[src/rtl/preg_ctrl_if.sv]
// preg_ctrl_if: core, debug and preg-side signals of the picoMIPS register-file access controller.
interface preg_ctrl_if #(
    parameter int DATA_WIDTH = 8,
    parameter int ADDR_WIDTH = 3
);
    logic [ADDR_WIDTH-1:0] cpu_Rd, cpu_Rs, cpu_Rt;
    logic [DATA_WIDTH-1:0] cpu_Wdata;
    logic [1:0]            cpu_ctrl;
    logic                  cpu_stall;
    logic                  dbg_req, dbg_gnt, dbg_stb, dbg_we, dbg_ack;
    logic [ADDR_WIDTH-1:0] dbg_addr;
    logic [DATA_WIDTH-1:0] dbg_wdata, dbg_rdata;
    logic [ADDR_WIDTH-1:0] Rd, Rs, Rt;
    logic [DATA_WIDTH-1:0] Wdata, Rs_data;
    logic [1:0]            ctrl;
    modport slave (
        input  cpu_Rd, cpu_Rs, cpu_Rt, cpu_Wdata, cpu_ctrl,
        input  dbg_req, dbg_stb, dbg_we, dbg_addr, dbg_wdata, Rs_data,
        output cpu_stall, dbg_gnt, dbg_ack, dbg_rdata, Rd, Rs, Rt, Wdata, ctrl
    );
    modport master (
        output cpu_Rd, cpu_Rs, cpu_Rt, cpu_Wdata, cpu_ctrl,
        output dbg_req, dbg_stb, dbg_we, dbg_addr, dbg_wdata, Rs_data,
        input  cpu_stall, dbg_gnt, dbg_ack, dbg_rdata, Rd, Rs, Rt, Wdata, ctrl
    );
endinterface

[src/rtl/preg_ctrl.sv]
// preg_ctrl: muxes preg between core and debug port; PREG_CTRL_CLEAR_EN adds a zero-clear after reset.
module preg_ctrl #(
    parameter int DATA_WIDTH = 8,
    parameter int ADDR_WIDTH = 3
) (
    input  logic        clk,
    input  logic        nReset,
    preg_ctrl_if.slave  bus
);
    typedef enum logic [1:0] {
`ifdef PREG_CTRL_CLEAR_EN
        CLEAR,
`endif
        RUN, DBG_IDLE, DBG_ACK
    } state_t;
    state_t state, nxt;
    logic clr, run, dbg;
    logic [ADDR_WIDTH-1:0] clr_addr;
`ifdef PREG_CTRL_CLEAR_EN
    localparam state_t RST_STATE = CLEAR;
    localparam logic [ADDR_WIDTH:0] CLR_LAST = {1'b0, {ADDR_WIDTH{1'b1}}};
    logic [ADDR_WIDTH:0] clr_cnt;
    assign clr      = state == CLEAR;
    assign clr_addr = clr_cnt[ADDR_WIDTH-1:0];
`else
    localparam state_t RST_STATE = RUN;
    assign clr      = 1'b0;
    assign clr_addr = '0;
`endif
    assign run = state == RUN;
    assign dbg = state == DBG_IDLE || state == DBG_ACK;
    always_comb begin
        nxt = state;
        case (state)
`ifdef PREG_CTRL_CLEAR_EN
            CLEAR:    nxt = clr_cnt == CLR_LAST ? RUN : CLEAR;
`endif
            RUN:      nxt = bus.dbg_req && !bus.cpu_ctrl[0] ? DBG_IDLE : RUN;
            DBG_IDLE: nxt = bus.dbg_stb ? DBG_ACK : bus.dbg_req ? DBG_IDLE : RUN;
            default:  nxt = bus.dbg_req ? DBG_IDLE : RUN;
        endcase
    end
    // ctrl is forced idle while reset is held so no partial write reaches preg
    always_comb begin
        bus.Rd        = clr ? clr_addr : dbg ? bus.dbg_addr : bus.cpu_Rd;
        bus.Rs        = clr ? clr_addr : dbg ? bus.dbg_addr : bus.cpu_Rs;
        bus.Rt        = run ? bus.cpu_Rt : '0;
        bus.Wdata     = run ? bus.cpu_Wdata : clr ? '0 : bus.dbg_wdata;
        bus.ctrl      = !nReset ? 2'b00 : run ? bus.cpu_ctrl : clr ? 2'b01 :
                        state == DBG_IDLE ? {1'b0, bus.dbg_stb & bus.dbg_we} : 2'b00;
        bus.cpu_stall = !run;
    end
    always_ff @(posedge clk or negedge nReset) begin
        if (!nReset) begin
            state         <= RST_STATE;
            bus.dbg_gnt   <= 1'b0;
            bus.dbg_ack   <= 1'b0;
            bus.dbg_rdata <= '0;
`ifdef PREG_CTRL_CLEAR_EN
            clr_cnt       <= '0;
`endif
        end else begin
            state       <= nxt;
            bus.dbg_gnt <= nxt == DBG_IDLE || nxt == DBG_ACK;
            bus.dbg_ack <= nxt == DBG_ACK;
            if (state == DBG_IDLE && bus.dbg_stb)
                bus.dbg_rdata <= bus.dbg_we ? bus.dbg_wdata : bus.Rs_data;
`ifdef PREG_CTRL_CLEAR_EN
            if (clr)
                clr_cnt <= clr_cnt + 1'b1;
`endif
        end
    end
endmodule
[src/flat_wrapper.sv]
// flat-port wrapper written by rule: the top's interface ports become plain ports
module preg_ctrl_flat 
#(
    parameter int DATA_WIDTH = 8,
    parameter int ADDR_WIDTH = 3
)
  (clk, nReset, bus_cpu_Rd, bus_cpu_Rs, bus_cpu_Rt, bus_cpu_Wdata, bus_cpu_ctrl, bus_dbg_req, bus_dbg_stb, bus_dbg_we, bus_dbg_addr, bus_dbg_wdata, bus_Rs_data, bus_cpu_stall, bus_dbg_gnt, bus_dbg_ack, bus_dbg_rdata, bus_Rd, bus_Rs, bus_Rt, bus_Wdata, bus_ctrl);
  preg_ctrl_if #(.DATA_WIDTH(DATA_WIDTH), .ADDR_WIDTH(ADDR_WIDTH)) bus_i ();
  input  logic clk;
  input  logic nReset;
  input wire logic [$bits(bus_i.cpu_Rd)-1:0] bus_cpu_Rd;
  input wire logic [$bits(bus_i.cpu_Rs)-1:0] bus_cpu_Rs;
  input wire logic [$bits(bus_i.cpu_Rt)-1:0] bus_cpu_Rt;
  input wire logic [$bits(bus_i.cpu_Wdata)-1:0] bus_cpu_Wdata;
  input wire logic [$bits(bus_i.cpu_ctrl)-1:0] bus_cpu_ctrl;
  input wire logic [$bits(bus_i.dbg_req)-1:0] bus_dbg_req;
  input wire logic [$bits(bus_i.dbg_stb)-1:0] bus_dbg_stb;
  input wire logic [$bits(bus_i.dbg_we)-1:0] bus_dbg_we;
  input wire logic [$bits(bus_i.dbg_addr)-1:0] bus_dbg_addr;
  input wire logic [$bits(bus_i.dbg_wdata)-1:0] bus_dbg_wdata;
  input wire logic [$bits(bus_i.Rs_data)-1:0] bus_Rs_data;
  output wire logic [$bits(bus_i.cpu_stall)-1:0] bus_cpu_stall;
  output wire logic [$bits(bus_i.dbg_gnt)-1:0] bus_dbg_gnt;
  output wire logic [$bits(bus_i.dbg_ack)-1:0] bus_dbg_ack;
  output wire logic [$bits(bus_i.dbg_rdata)-1:0] bus_dbg_rdata;
  output wire logic [$bits(bus_i.Rd)-1:0] bus_Rd;
  output wire logic [$bits(bus_i.Rs)-1:0] bus_Rs;
  output wire logic [$bits(bus_i.Rt)-1:0] bus_Rt;
  output wire logic [$bits(bus_i.Wdata)-1:0] bus_Wdata;
  output wire logic [$bits(bus_i.ctrl)-1:0] bus_ctrl;
  assign bus_i.cpu_Rd = bus_cpu_Rd;
  assign bus_i.cpu_Rs = bus_cpu_Rs;
  assign bus_i.cpu_Rt = bus_cpu_Rt;
  assign bus_i.cpu_Wdata = bus_cpu_Wdata;
  assign bus_i.cpu_ctrl = bus_cpu_ctrl;
  assign bus_i.dbg_req = bus_dbg_req;
  assign bus_i.dbg_stb = bus_dbg_stb;
  assign bus_i.dbg_we = bus_dbg_we;
  assign bus_i.dbg_addr = bus_dbg_addr;
  assign bus_i.dbg_wdata = bus_dbg_wdata;
  assign bus_i.Rs_data = bus_Rs_data;
  assign bus_cpu_stall = bus_i.cpu_stall;
  assign bus_dbg_gnt = bus_i.dbg_gnt;
  assign bus_dbg_ack = bus_i.dbg_ack;
  assign bus_dbg_rdata = bus_i.dbg_rdata;
  assign bus_Rd = bus_i.Rd;
  assign bus_Rs = bus_i.Rs;
  assign bus_Rt = bus_i.Rt;
  assign bus_Wdata = bus_i.Wdata;
  assign bus_ctrl = bus_i.ctrl;
  preg_ctrl #(.DATA_WIDTH(DATA_WIDTH), .ADDR_WIDTH(ADDR_WIDTH)) u_core (.clk(clk), .nReset(nReset), .bus(bus_i));
endmodule
[config.mk]
export PLATFORM = sky130hd
export DESIGN_NAME = preg_ctrl_flat
export DESIGN_NICKNAME = d
export VERILOG_FILES = /design/src/rtl/preg_ctrl_if.sv /design/src/rtl/preg_ctrl.sv /design/src/flat_wrapper.sv
export SDC_FILE = /design/constraint.sdc
export NUM_CORES = 1
export LEC_CHECK = 0
export ABC_AREA = 1
export CORE_MARGIN = 5
export CORE_UTILIZATION = 33
export DETAILED_ROUTE_END_ITERATION = 12
export PLACE_DENSITY = 0.89
export SYNTH_ARGS = -nofsm -noshare
export SYNTH_HDL_FRONTEND = slang
export SYNTH_SLANG_ARGS = --single-unit
[constraint.sdc]
create_clock -name clk -period 4.7 [get_ports clk]
set_clock_uncertainty 0.15 [all_clocks]
set_input_delay 0.705 -clock clk [delete_from_list [all_inputs] [get_ports clk]]
set_output_delay 0.705 -clock clk [all_outputs]
set_load 0.02 [all_outputs]
Word level (Yosys, flattened, before mapping)
Index checks and enable logic that the tools add are counted.

Bits in registers: 12. Output and inout bits: 30. Word-level logic and storage cells: 28.

Equal/unequal tests: 4. Multiplexer cells: 12. Bitwise operators: 1. Reductions and logical operators: 7.

Operators with widths (number): 2-to-1 mux 8 bit (2); 2-to-1 mux 3 bit (3); 2-to-1 mux 2 bit (3); equality test 2 x 1 -> 1 bit (second input constant) (2); equality test 2 bit (second input constant) (2); case mux 2 bit (2 select lines) (1); 2-to-1 mux 1 bit (3); logical AND 1 bit (2); zero test 1 bit (2); zero test 2 bit (1); logical OR 1 bit (2); AND 1 bit (1).

Depth between registers and ports, before layout
Gate-level depths: netlist (run 1).

Word-level depth: 6. Depth in mapped cells: 9.

Worst setup path before layout (run 1)
OpenSTA, ideal clock, no wires.

Path type: input to output. Start point: in bus_dbg_we. End point: out bus_ctrl[0]. Data arrival time: 1375 ps. Data required time: 3845 ps. Setup slack: 2470 ps. Stages on the path: 5. Cells stage by stage: buf_4 -> inv_2 -> nor2_1 -> nand2_1 -> a21oi_1.

Word-level cells in the longest chain between the ends: 4.

Ends and longest elaborated chain: start: declaration (line flat_wrapper.sv:18) `input wire logic [$bits(bus_i.dbg_we)-1:0] bus_dbg_we;`; AND 1 bit (line preg_ctrl.sv:50) `state == DBG_IDLE ? {1'b0, bus.dbg_stb & bus.dbg_we} : 2'b00;`; 2-to-1 mux 1 bit (line preg_ctrl.sv:50); 2-to-1 mux 2 bit (2 in series) (line preg_ctrl.sv:49) `bus.ctrl = !nReset ? 2'b00 : run ? bus.cpu_ctrl : clr ? 2'b01 :`; end: declaration (line flat_wrapper.sv:30) `output wire logic [$bits(bus_i.ctrl)-1:0] bus_ctrl;`.

Every way passes these cells.

Worst setup path in the final report (run 1)
Same ends and word-level chain as after synthesis.

==> results of run 1 <==
-- worst reg2reg max path, stage by stage (launching register included) --
cell     delay (ps)
dfrtp_1         370
inv_1            80
ha_1            530
inv_4           140
or2_4           270
nand2_1          70
nand2_1          50
ha_1            280
inv_1            40
-- cell families (layout without fill, tap and decap cells) --
logic type / after synthesis / count (layout) / share of synthesized area (%)
AOI/OAI and AO/OA: 8 / 8 / 5.34
adders and majority gates: 3 / 3 / 4.57
buffers and inverters: 22 / 94 / 11.9
and+or+nand+nor: 89 / 89 / 41.6
DFF: 12 / 12 / 36.6
-- per-layer routing --
metal	global-route usage (%)	up-vias	wire, um
li1	-	539	-
met1	19.1	408	1050
met2	27.8	27	1370
met3	1.73	4	162
met4	5.70	0	27
met5	0	-	0
-- through the flow --
stage	cell area, um^2	total power [mW]	cells
after global placement	1550	0.481	232
after detailed placement	1550	0.484	232
after global routing	1590	0.598	236
final	1590	0.556	236
after floorplan	821	0.311	134
after CTS	1590	0.565	236
-- cell usage in the layout, fill, tap and decap left out --
master and instances:
inv_2 2, or2_4 1, a21oi_1 1, o21ai_0 6
clkbuf_8 1, ha_1 3, dfrtp_1 12, a21oi_2 1
clkbuf_4 3, inv_1 15, clkdlybuf4s50_1 72, nor2_1 2
nand2_2 1, nand2_1 85, inv_4 1
-- power by group --
group	internal (mW)	switching [mW]
registers	0.132	0.0162
logic	0.162	0.170
clock network	0.0470	0.0297
-- state kept, by name (all words and copies together), names as in the netlist --
register and count:
u_core.bus.dbg_gnt 1, u_core.state 2, u_core.bus.dbg_rdata 8, u_core.bus.dbg_ack 1
-- cell type report --
class / instances / share of cell area (%)
flip-flops and latches: 12 / 18.9
repair buffers: 72 / 45.4
clock buffers: 4 / 2.29
well taps: 30 / 2.36
inverters: 18 / 4.41
multi-input cells: 100 / 26.6
-- worst min path at each step --
stage | startpoint | to | slack [ps] | depth (start not counted)
6_report | u_core.bus.dbg_rdata[6] | u_core.bus.dbg_rdata[6] | 340 | 2
5_1_grt | u_core.bus.dbg_rdata[0] | u_core.bus.dbg_rdata[0] | 380 | 2
4_1_cts | u_core.bus.dbg_rdata[6] | u_core.bus.dbg_rdata[6] | 350 | 2
3_5_place_dp | u_core.bus.dbg_rdata[6] | u_core.bus.dbg_rdata[6] | 330 | 2
3_3_place_gp | u_core.bus.dbg_rdata[0] | u_core.bus.dbg_rdata[0] | 320 | 2
2_1_floorplan | nReset | u_core.bus.dbg_ack | 260 | 0
==> flow_metrics.py, run 1 <==
metrics = {
    "critical_path": {
        "crit_family": "buffers and inverters",
        "worstSetupPathType": "primary input to output pin",
        "reg2reg_from": "u_core.state[1]",
        "crit_cells": 6,
        "critPathRequiredTime_ps": 3850,
        "critPathArrivalTime_ps": 2360,
        "r2r_cells": 8,
        "rr_endpoint": "u_core.bus.dbg_gnt",
        "path_cells": "clkdlybuf4s50_1 > inv_2 > nor2_1 > nand2_1 > a21oi_1 > clkdlybuf4s50_1",
        "worstPathMaxFanout": 9,
        "slowest_delay_ps": 630,
        "cp_slowest_cell": "clkdlybuf4s50_1",
        "critPathCaptureType": "output pin",
        "cp-start-kind": "primary input",
        "crit_path_start": "bus_dbg_we",
        "r2r_setup_slack_ps": 2640,
        "cp-endpoint": "bus_ctrl[0]",
        "cp_common_cell": "clkdlybuf4s50_1",
        "crit_buf_inv": 3,
    },
    "cells_and_area": {
        "area_delta_synth_final_pct": 93.4,
        "fin_util_pct": 65.3,
        "regArea_um2": 300,
        "drive_gt1_share_pct": 4.85,
        "fillers": 229,
        "multi_input_area_um2": 423,
        "final_net_count": 253,
        "num_antenna_cells": 0,
    },
    "yosys": {
        "synth_edf_count": 0,
        "synth_area_per_cell_um2": 6.13,
        "synth.distinct_cells": 16,
        "syn_inst": 134,
        "yosysMostFrequentCell": "nand2_1",
        "ys_seq_area_share_pct": 36.6,
        "ys_async_sr_fraction_pct": 100,
        "ys.flop_type": "dfrtp_1",
        "synth_top_area_cell": "nand2_1",
        "syn-num-nets": 180,
        "synth_top_area_share_pct": 38.9,
        "ys_warn_count": 0,
        "yosys-top-cells-count": "85 x nand2_1, 15 x inv_1, 12 x dfrtp_1",
        "synth-seq-cells": 12,
        "ys_top_cells_by_area": "nand2_1 39%, dfrtp_1 37%, inv_1 6.9%",
        "netlist_area_um2": 821,
    },
    "place": {
        "hpwl_mm": 2.33,
        "pre_cts_ws_ps": 1450,
        "numPortBuffers": 72,
        "gp_congestion": 0.841,
    },
    "global_route": {
        "grt_usage_pct": 15.6,
        "grt_pass1_wl_mm": 4.24,
        "antenna_found_initial": 0,
        "grt_start_max_net_pins": 17,
        "grt_overflow": 0,
        "grt_pass1_vias": 992,
    },
    "routing": {
        "routed_via_density": 4.14,
        "vias": 978,
        "remaining_drc_errors": 0,
        "drt_iter0_drc": 11,
        "routed_wl_mm": 2.61,
        "firstDrtPassIters": 4,
        "antenna_left": 0,
        "routedWlPerCell_um": 11.1,
    },
    "clocking": {
        "cts_root_buffer": "clkbuf_4",
        "clock_sinks": 12,
        "cts_setup_buffers": 0,
        "cts_inserted_buffers": 3,
        "cts_tree": "built",
        "path_clk_slew_ps": 70,
        "clk_latency_ps": 260,
        "cts_resized": 0,
        "cts_hold_buffers": 0,
        "htreeDepth": 1,
        "clockBufferDepth": 2,
    },
    "outcome": {
        "outcome": "completed",
    },
    "sta": {
        "period_minus_slack_ps": 3220,
        "fin_tns_setup_ps": 0,
        "setup_violations": 0,
        "max_freq_ghz": 0.311,
        "slew_violations": 0,
        "whs_ps": 345,
        "finalHoldViolCount": 0,
        "fin_ws_ps": 1480,
        "relSlewSlack_pct": 60.9,
        "rsz0062_at_grt": "false",
        "tightest_slew_ps": 586,
        "fin_crit_sh_pct": 68.5,
    },
    "floorplanning": {
        "die_width_um": 59.9,
        "dieArea_um2": 3580,
        "initial_core_util_pct": 33.7,
        "rows": 18,
        "core_area_um2": 2430,
        "die_h_um": 59.9,
        "ios": 73,
    },
    "power_and_ir_drop": {
        "p_per_area_nw_per_um2": 350,
        "power.leakage_nw": 0.828,
        "ir_worst_vdd_mv": 0.282,
    },
    "min_path": {
        "hold_class": "flop to flop",
    },
    "job": {
        "drv_cap": 0,
    },
}
Note: power is estimated with default switching activity, not from simulation.
==> run 2, diff against run 1 <==
- CORE_UTILIZATION: 33 -> 28
- PLACE_DENSITY: 0.89 -> 0.81
- clock period: 4.7 -> 2.6 ns (I/O delays scaled with it)
==> flow_metrics.py, run 2 (same netlist as run 1, synthesis figures left out) <==
metrics = {
    "cells_and_area": {
        "top_regs": "u_core.bus.dbg_rdata x8, u_core.state x2",
        "final_cells": 242,
        "num_antenna_cells": 0,
        "final_net_count": 258,
        "largest_reg_flops": 8,
        "area_delta_synth_final_pct": 101,
        "drive_gt1_share_pct": 7.11,
        "fillers": 250,
        "largest_register": "u_core.bus.dbg_rdata",
        "final_area_um2": 1650,
        "layout_common_cells": "85 x nand2_1, 64 x clkdlybuf4s50_1, 15 x inv_1",
        "final_common_cell": "nand2_1",
    },
    "power_and_ir_drop": {
        "ir_worst_vdd_mv": 0.476,
        "comb_power_share_pct": 59.2,
        "sw_frac_of_total_pct": 39.4,
        "power.internal_mw": 0.620,
        "power.leakage_nw": 0.935,
        "p_per_area_nw_per_um2": 621,
        "clkPwrFrac_pct": 14.9,
        "switching_power_mw": 0.403,
        "seqPwrFrac_pct": 26.0,
    },
    "global_route": {
        "grt_pass1_wl_mm": 4.44,
        "grt_usage_pct": 13.7,
        "grt_overflow": 0,
        "antenna_found_initial": 0,
        "grt_start_max_net_pins": 13,
        "grt_pass1_vias": 1021,
    },
    "sta": {
        "fin_crit_sh_pct": 94.1,
        "max_freq_ghz": 0.409,
        "whs_ps": 269,
        "period_minus_slack_ps": 2450,
        "rsz0062_at_grt": "false",
        "finalHoldViolCount": 0,
        "slew_violations": 0,
        "fin_tns_setup_ps": 0,
        "tightest_slew_ps": 251,
        "relSlewSlack_pct": 83.2,
        "setup_violations": 0,
    },
    "clocking": {
        "clock_sinks": 12,
        "path_clk_slew_ps": 80,
        "htreeDepth": 1,
        "cts_inserted_buffers": 3,
        "cts_tree": "built",
        "cts_setup_buffers": 0,
        "clk_latency_ps": 280,
        "cts_root_buffer": "clkbuf_4",
        "clockBufferDepth": 2,
    },
    "critical_path": {
        "crit_family": "buffers and inverters",
        "slowest_delay_ps": 630,
        "critPathArrivalTime_ps": 1910,
        "reg2reg_from": "u_core.state[0]",
        "cp-start-kind": "flop",
        "path_cells": "inv_1 > ha_1 > o21ai_0 > clkdlybuf4s50_1",
        "crit_path_start": "u_core.state[0]",
        "worstSetupPathType": "flop to output pin",
        "crit_buf_inv": 2,
        "critPathCaptureType": "output pin",
        "worstPathMaxFanout": 9,
        "r2r_setup_slack_ps": 720,
        "cp_slowest_cell": "clkdlybuf4s50_1",
        "critPathRequiredTime_ps": 2060,
    },
    "floorplanning": {
        "dieArea_um2": 4110,
        "initial_core_util_pct": 29.5,
        "core_area_um2": 2780,
        "rows": 19,
        "die_h_um": 64.1,
        "die_width_um": 64.1,
        "ios": 73,
    },
    "routing": {
        "remaining_drc_errors": 0,
        "drt_iter0_drc": 11,
        "antenna_left": 0,
        "vias": 1022,
        "routed_wl_mm": 2.85,
        "routed_via_density": 4.22,
        "routedWlPerCell_um": 11.8,
        "firstDrtPassIters": 4,
    },
    "place": {
        "gp_congestion": 0.839,
        "hpwl_mm": 2.38,
        "dp_cells": 238,
        "numPortBuffers": 72,
        "place_area_um2": 1590,
    },
    "min_path": {
        "hold_class": "primary input to asynchronous set/reset pin",
    },
    "outcome": {
        "outcome": "completed",
    },
    "job": {
        "drv_cap": 0,
    },
}
[run 2: final timing paths]
kind	cells after the start	to
worst max-delay path	4	bus_Rs[2]
worst min-delay path	2	u_core.bus.dbg_gnt
worst max register to register	9	u_core.bus.dbg_gnt
worst min register to register	2	u_core.bus.dbg_rdata[5]
max in group asynchronous	2	u_core.bus.dbg_rdata[0]
min in group clk	2	u_core.bus.dbg_rdata[5]
[run 2: repair_timing]
action,in CTS,in global routing
gates resized for setup,0,8
setup endpoints to repair,0,8
hold buffers,0,0
[run 2: stage by stage]
stage	utilization, %	setup slack [ps]	total power [mW]
global placement	57.2	207	0.878
CTS	58.5	57.7	1.04
finish	59.2	154	1.02
floorplan	-	755	0.563
detailed placement	57.2	196	0.883
global route	59.2	3.07	1.10
[run 2: final cells by class]
type / instances / area (um^2) / area share (%)
clock buffers: 4 / 36.3 / 2.20
inverters: 18 / 70.1 / 4.26
multi-input cells: 100 / 423 / 25.7
flip-flops and latches: 12 / 300 / 18.2
well taps: 31 / 38.8 / 2.36
repair buffers: 77 / 778 / 47.3
[run 2: power by group through the flow]
stage               registers [mW]  clock network (mW)  logic, mW
floorplan                    0.326                   0      0.236
global placement             0.267                   0      0.611
detailed placement           0.267                   0      0.616
CTS                          0.265               0.156      0.621
global route                 0.275               0.171      0.655
finish                       0.266               0.152      0.605
[run 2: routing by layer]
layer / part of all wire, % / up-vias / routed length [um] / global-route usage [%]
met1: 39 / 439 / 1120 / 15.2
met5: 0 / - / 0 / 0
met3: 6.5 / 5 / 186 / 3.68
met2: 52 / 34 / 1480 / 24.0
li1: - / 544 / - / -
met4: 2.3 / 0 / 65 / 6.36
==> run 3, diff against run 2 <==
- PLACE_DENSITY: 0.81 -> 0.76
==> flow_metrics.py, run 3 (same netlist as run 1, synthesis figures left out) <==
metrics = {
    "clocking": {
        "clockBufferDepth": 2,
        "cts_hold_buffers": 0,
        "clock_sinks": 12,
        "clk_latency_ps": 260,
        "htreeDepth": 1,
        "cts_setup_buffers": 0,
        "cts_resized": 0,
        "cts_root_buffer": "clkbuf_4",
        "path_clk_slew_ps": 60,
        "cts_tree": "built",
        "cts_inserted_buffers": 3,
    },
    "power_and_ir_drop": {
        "sw_frac_of_total_pct": 39.4,
        "power.internal_mw": 0.589,
        "ir_worst_vdd_mv": 0.511,
        "p_per_area_nw_per_um2": 597,
        "clkPwrFrac_pct": 11.0,
        "switching_power_mw": 0.382,
        "comb_power_share_pct": 62.0,
        "power.leakage_nw": 0.907,
        "seqPwrFrac_pct": 27.1,
        "power_mw": 0.971,
    },
    "sta": {
        "max_freq_ghz": 0.404,
        "relSlewSlack_pct": 83.6,
        "rsz0062_at_grt": "false",
        "tightest_slew_ps": 246,
        "period_minus_slack_ps": 2480,
        "fin_tns_setup_ps": 0,
        "whs_ps": 296,
        "fin_crit_sh_pct": 95.3,
        "fin_ws_ps": 122,
        "finalHoldViolCount": 0,
        "slew_violations": 0,
        "setup_violations": 0,
    },
    "routing": {
        "routed_via_density": 4.12,
        "routed_wl_mm": 2.69,
        "routedWlPerCell_um": 11.2,
        "remaining_drc_errors": 0,
        "antenna_left": 0,
        "vias": 993,
        "drt_iter0_drc": 26,
        "firstDrtPassIters": 4,
    },
    "cells_and_area": {
        "num_antenna_cells": 0,
        "area_delta_synth_final_pct": 98.3,
        "final_common_cell": "nand2_1",
        "largest_reg_flops": 8,
        "layout_common_cells": "85 x nand2_1, 66 x clkdlybuf4s50_1, 15 x inv_1",
        "largest_register": "u_core.bus.dbg_rdata",
        "top_regs": "u_core.bus.dbg_rdata x8, u_core.state x2",
        "final_net_count": 258,
        "drive_gt1_share_pct": 6.67,
    },
    "global_route": {
        "antenna_found_initial": 0,
        "grt_start_max_net_pins": 13,
        "grt_pass1_wl_mm": 4.35,
        "grt_usage_pct": 12.9,
        "grt_pass1_vias": 1005,
        "grt_overflow": 0,
    },
    "critical_path": {
        "cp-start-kind": "flop",
        "crit_buf_inv": 4,
        "cp_common_cell": "nand2_1",
        "worstSetupPathType": "flop to output pin",
        "cp_slowest_cell": "clkdlybuf4s50_1",
        "critPathArrivalTime_ps": 1940,
        "slowest_delay_ps": 590,
        "crit_family": "buffers and inverters",
        "rr_endpoint": "u_core.bus.dbg_gnt",
        "r2r_setup_slack_ps": 730,
        "path_cells": "inv_1 > ha_1 > buf_4 > inv_4 > nand2_1 > nand2_1 > clkdlybuf4s50_1",
        "r2r_cells": 9,
        "critPathRequiredTime_ps": 2060,
        "worstPathMaxFanout": 12,
        "reg2reg_from": "u_core.state[0]",
        "critPathCaptureType": "output pin",
    },
    "floorplanning": {
        "die_h_um": 64.1,
        "dieArea_um2": 4110,
        "rows": 19,
        "die_width_um": 64.1,
        "ios": 73,
        "initial_core_util_pct": 29.5,
        "core_area_um2": 2780,
    },
    "place": {
        "pre_cts_ws_ps": 211,
        "numPortBuffers": 72,
        "gp_congestion": 0.790,
        "hpwl_mm": 2.33,
    },
    "job": {
        "drv_cap": 0,
    },
    "min_path": {
        "hold_class": "primary input to asynchronous set/reset pin",
    },
    "outcome": {
        "outcome": "completed",
    },
}
## run 3: cell types whose count changed in the layout (fill, tap and decap cells not counted), sizes merged
cell,change
clkbuf,-1
clkdlybuf4s50,+2
dlymetal6s2s,-2
## run 3: per-stage QoR
step                      util [%]  instances  instance area (um^2)
after CTS                     58.0        241                  1610
final                         58.5        241                  1630
after global routing          58.5        241                  1630
after detailed placement      57.2        238                  1590
after global placement        57.2        238                  1590
after floorplan                  -        134                   821
## run 3: routing by layer
metal | track usage (%) | part of all wire, %
met1 | 14.7 | 39
met2 | 23.9 | 53
met3 | 2.28 | 5.7
met4 | 4.83 | 2.5
met5 | 0 | 0
## run 3: power groups by stage
stage          logic (mW)  registers, mW  clock network, mW
6_report            0.602          0.263              0.106
5_1_grt             0.656          0.273              0.127
4_1_cts             0.617          0.263              0.112
3_5_place_dp        0.612          0.266                  0
3_3_place_gp        0.612          0.265                  0
2_1_floorplan       0.236          0.326                  0
## run 3: cell type report
cell class              instances  area [um^2]
fillers                       274         1150
repair buffers                 77          773
multi-input cells             100          423
flip-flops and latches         12          300
inverters                      18         70.1
well taps                      31         38.8
clock buffers                   3         22.5
## run 3: how the worst max path moves through the flow
stage,from,endpoint,slack (ps),cells past startpoint
6_report,u_core.state[0],bus_Wdata[5],120,7
5_1_grt,u_core.state[0],bus_Wdata[5],3,7
4_1_cts,u_core.state[0],bus_Wdata[1],80,7
3_5_place_dp,bus_dbg_we,bus_ctrl[0],210,6
3_3_place_gp,bus_dbg_we,bus_ctrl[0],210,6
2_1_floorplan,u_core.state[0],bus_Rd[0],760,4
